--- config.mk ---
export PLATFORM = sky130hd
export DESIGN_NAME = multiplier_control
export DESIGN_NICKNAME = d
export VERILOG_FILES = /design/src/rtl/mult_pkg.sv /design/src/rtl/rise_detect.sv /design/src/rtl/multiplier_control.sv
export SDC_FILE = /design/constraint.sdc
export NUM_CORES = 1
export LEC_CHECK = 0
export ABC_CLOCK_PERIOD_IN_PS = 1200
export BUFFER_PORTS_ARGS = -buffer_cell sky130_fd_sc_hd__buf_2
export CAP_MARGIN = 5
export CORE_AREA = 5 5 42 44
export CTS_BUF_LIST = sky130_fd_sc_hd__clkbuf_8
export CTS_CLUSTER_DIAMETER = 100
export DETAILED_ROUTE_END_ITERATION = 7
export DIE_AREA = 0 0 47 49
export GPL_ROUTABILITY_DRIVEN = 0
export PLACE_DENSITY = 0.66
export SETUP_SLACK_MARGIN = 0.05
export SLEW_MARGIN = 5
export SYNTH_ARGS = -nofsm -noshare
export SYNTH_HDL_FRONTEND = slang
export SYNTH_HIERARCHICAL = 1
export SYNTH_SLANG_ARGS = --single-unit
--- constraint.sdc ---
create_clock -name Clk -period 1.2 [get_ports Clk]
set_input_delay 0.18 -clock Clk [delete_from_list [all_inputs] [get_ports Clk]]
set_output_delay 0.18 -clock Clk [all_outputs]
set_load 0.1 [all_outputs]
--- src/rtl/mult_pkg.sv ---
// Shared types and sizing for the shift-add signed multiplier control slice.
package mult_pkg;
    localparam int MULT_WIDTH = 8;
    localparam int CNT_W      = $clog2(MULT_WIDTH);

    typedef enum logic [2:0] {
        IDLE  = 3'd0,
        CLEAR = 3'd1,
        ADD   = 3'd2,
        SHIFT = 3'd3,
        HOLD  = 3'd4
    } mult_state_t;
endpackage

--- src/rtl/rise_detect.sv ---
// Rising-edge detector for a debounced level input; the registered copy is cleared by reset.
module rise_detect (
    input  logic Clk,
    input  logic Reset_n,
    input  logic d,
    output logic rise
);
    logic d_q;

    always_ff @(posedge Clk or negedge Reset_n) begin
        if (!Reset_n) d_q <= 1'b0;
        else          d_q <= d;
    end

    assign rise = d & ~d_q;
endmodule

--- src/rtl/multiplier_control.sv ---
// Control FSM for the 8-bit shift-add signed multiplier: load/clear, XA clear,
// WIDTH add-or-subtract/shift iterations, then a one-cycle Done in HOLD.
module multiplier_control
    import mult_pkg::*;
#(
    parameter int WIDTH = MULT_WIDTH
) (
    input  logic Clk,
    input  logic Reset_n,
    input  logic Reset_Load_Clear,
    input  logic Run,
    input  logic M,
    output logic Clr_Ld,
    output logic ClearXA,
    output logic Add,
    output logic Sub,
    output logic Shift,
    output logic Busy,
    output logic Done
);
    localparam int              CW   = $clog2(WIDTH);
    localparam logic [CW-1:0]   LAST = CW'(WIDTH - 1);

    mult_state_t   state, state_nxt;
    logic [CW-1:0] cnt, cnt_nxt;
    logic          run_rise;

    // Run is registered every cycle, so an edge seen outside IDLE is consumed.
    rise_detect u_run_rise (
        .Clk     (Clk),
        .Reset_n (Reset_n),
        .d       (Run),
        .rise    (run_rise)
    );

    always_ff @(posedge Clk or negedge Reset_n) begin
        if (!Reset_n) begin
            state <= IDLE;
            cnt   <= '0;
        end else begin
            state <= state_nxt;
            cnt   <= cnt_nxt;
        end
    end

    always_comb begin
        state_nxt = state;
        cnt_nxt   = cnt;
        Clr_Ld    = 1'b0;
        ClearXA   = 1'b0;
        Add       = 1'b0;
        Sub       = 1'b0;
        Shift     = 1'b0;
        Busy      = 1'b0;
        Done      = 1'b0;

        case (state)
            IDLE: begin
                Clr_Ld = Reset_Load_Clear;
                if (run_rise && !Reset_Load_Clear) state_nxt = CLEAR;
            end
            CLEAR: begin
                ClearXA   = 1'b1;
                Busy      = 1'b1;
                cnt_nxt   = '0;
                state_nxt = ADD;
            end
            ADD: begin
                // The final multiplier bit carries negative weight in two's complement.
                Busy      = 1'b1;
                Add       = M & (cnt != LAST);
                Sub       = M & (cnt == LAST);
                state_nxt = SHIFT;
            end
            SHIFT: begin
                Shift = 1'b1;
                Busy  = 1'b1;
                if (cnt == LAST) begin
                    state_nxt = HOLD;
                end else begin
                    cnt_nxt   = cnt + 1'b1;
                    state_nxt = ADD;
                end
            end
            HOLD: begin
                // cnt arrives at LAST and is zeroed after one cycle, limiting Done to one pulse.
                Done    = (cnt == LAST);
                cnt_nxt = '0;
                if (!Run) state_nxt = IDLE;
            end
            default: state_nxt = IDLE;
        endcase

        if (!Reset_n) begin
            Clr_Ld  = 1'b0;
            ClearXA = 1'b0;
            Add     = 1'b0;
            Sub     = 1'b0;
            Shift   = 1'b0;
            Busy    = 1'b0;
            Done    = 1'b0;
        end
    end
endmodule

==> impl_metrics.toml <==
[grt]
grt_pass1_wl_um = 2110
track_usage_pct = 13.0
grt_pass1_vias = 491
gr-total-overflow = 0
grt_start_max_net_pins = 8
antenna_found_initial = 0

[yosys]
synth_edf_count = 0
synth.avg_cell_area_sq_um = 10.5
ys_seq_area_share_pct = 37.1
synth_top_area_share_pct = 37.1
ys_ff_latch = 7
synthDistinctLibCells = 25
synth_cells = 45
synth_largest_area_cell = "dfrtp_1"
yosysMostFrequentCell = "dfrtp_1"
syn_area_sq_um = 472
netlist_top_cells_area = "dfrtp_1, nor2b_4, ha_1"
async_flop_share_pct = 100
ys.flop_type = "dfrtp_1"
synth_common_cells = "dfrtp_1, inv_1, nand3_1, nor3_1"
ys_warn_count = 6
synthesis.nets = 52

[floorplan]
die_width_um = 47
die_area_sq_um = 2300
die_h_um = 49
rows = 14
boundaryPins = 12
core_area_sq_um = 1400
floorplan.initialDensity_pct = 33.7

[setup_path]
path_class = "reg2out"
worst_setup_path_end_kind = "output port"
worst-path-max-fanout = 4
cp.required_ns = 1.02
startpoint_type = "flip-flop"
worstPathArrival_ns = 1.38

[cells_and_area]
fin_util_pct = 66.5
final-seq-area_sq_um = 176
syn2layout_area_growth_pct = 97.6
final.fill_count = 107
num-nets-final = 85
multi_input_area_sq_um = 349
layout-drive-gt1-share_pct = 70.1
diodes = 0
fin_cells = 93

[cts]
cts_root_buffer = "clkbuf_8"
cts-htree-levels = 1
tritoncts = "yes"
clockBufferDepth = 2
clkLatencyLatePin_ns = 0.23
clkTransAtPathRegs_ns = 0.04
cts_buffers = 3
cts.sinks = 7

[power_and_ir_drop]
pwr_density_cell_nw_per_um2 = 2290
finalPower_mw = 2.13
p_leak_nw = 0.427
vdd_drop_max_mv = 1.52

[timing]
setup_viol_count_final = 10
tightestPinTransition_ns = 0.219
clock.fmax_ghz = 0.642
drv_slew = 0
finalCritPeriodShare_pct = 130
slew_headroom_pct = 85.4
hold_violations = 0
skew_ns = 0.00735
fin_ws_ns = -0.358
min_period_ns = 1.56
grt_setup_unrepaired = "true"

[routing]
via_per_inst = 4.85
vias = 451
dr.pass1.iters = 5
routed_wirelength_um = 1200
drc = 0
avgRoutedWirePerCell_um = 12.8
postRouteAntennaNets = 0
drt_iter0_drc = 6

[place]
dp.cells = 82
port_buffers = 11
hpwl_um = 848

[run]
max-cap-violations = 0

[status]
violations = "setup timing"
outcome = "finished, violations left"

[hold_path]
holdCritPathClass = "in2reg"
==> sequential cells by signal, indices dropped and copies added, names as in the netlist <==
register	cells
cnt	3
u_run_rise/d_q	1
state	3
==> cell families after synthesis <==
logic type | synth area share (%)
DFF | 37.1
adders and majority gates | 5.30
muxes | 2.12
AOI/OAI and AO/OA | 13.8
buffers and inverters | 10.3
and+or+nand+nor | 31.3
==> worst max-delay path: stages, from the launching register on <==
cell	delay, ns
dfrtp_1	0.37
ha_2	0.20
ha_4	0.18
nor3_4	0.21
buf_12	0.20
==> where the power goes <==
part | internal, mW | total [mW] | switching [mW] | leakage, nW
Clock | 0.221 | 0.321 | 0.0998 | 0.0269
Combinational | 0.652 | 1.37 | 0.713 | 0.317
Sequential | 0.331 | 0.448 | 0.116 | 0.0833
Total | 1.20 | 2.13 | 0.930 | 0.427
==> final timing paths <==
path / from / end / slack [ns] / depth (start not counted)
max: cnt[0] / Add / -0.36 / 4
min: Run / u_run_rise/d_q / 0.09 / 1
max reg2reg: state[2] / cnt[0] / -0.18 / 6
min reg2reg: cnt[1] / cnt[1] / 0.61 / 3
max in group asynchronous: Reset_n / state[1] / 0.65 / 3
min in group asynchronous: Reset_n / state[2] / 0.41 / 3
==> per-layer routing <==
| layer | vias up | routed length [um] | global-route usage, % | part of all wire [%] |
|---|---|---|---|---|
| li1 | 223 | - | - | - |
| met1 | 213 | 482 | 14.0 | 40 |
| met2 | 11 | 638 | 21.0 | 53 |
| met3 | 4 | 44 | 3.69 | 3.7 |
| met4 | 0 | 29 | 8.29 | 2.4 |
| met5 | - | 0 | 0 | 0 |
==> metrics by stage <==
step                      area [sq um]  worst slack [ns]  TNS [ns]  hold WS [ns]
final                              932            -0.358     -2.60        0.0909
after global routing               932            -0.427     -3.33        0.0838
after CTS                          903            -0.341     -2.42        0.0903
after detailed placement           787            -0.158    -0.856        0.0979
after global placement             787            -0.133    -0.672        0.0981
after floorplan                    543            -0.561     -2.51        -0.116
==> cell type report <==
cell class | instances | share of cell area [%]
clock inverter | 1 | 0.403
timing repair buffer | 31 | 34.6
inverter | 5 | 2.01
multi-input combinational | 30 | 37.4
tap | 16 | 2.15
sequential | 7 | 18.9
clock buffer | 3 | 4.43
==> cell usage in the layout (no fill, tap or decap) <==
cell type / instances
nor2_2: 1
nor3b_2: 1
and4_4: 1
buf_2: 4
nor2b_4: 3
nor2_4: 1
nor3b_4: 2
and3_2: 1
a2bb2oi_2: 1
dfrtp_1: 6
dlygate4sd3_1: 2
nand3_4: 1
buf_12: 7
ha_2: 1
ha_4: 1
nor3_2: 1
inv_1: 6
a32oi_1: 2
clkbuf_8: 3
nand2b_4: 1
mux2i_1: 1
o21ai_1: 3
a21oi_1: 1
nand3_2: 1
and3_4: 1
nor3_4: 2
and2_1: 1
buf_6: 2
o22ai_2: 1
buf_4: 16
nand3_1: 1
dfrtp_2: 1
==> what timing repair did <==
action	4_1_cts	5_1_grt
setup buffers	3	2
endpoints found under the hold margin	7	0
cloned	0	0
gates resized for setup	7	4
pin swaps	6	4
endpoints found under the setup margin	10	13
hold buffers	2	0
Power figures use the tool's default switching activity.
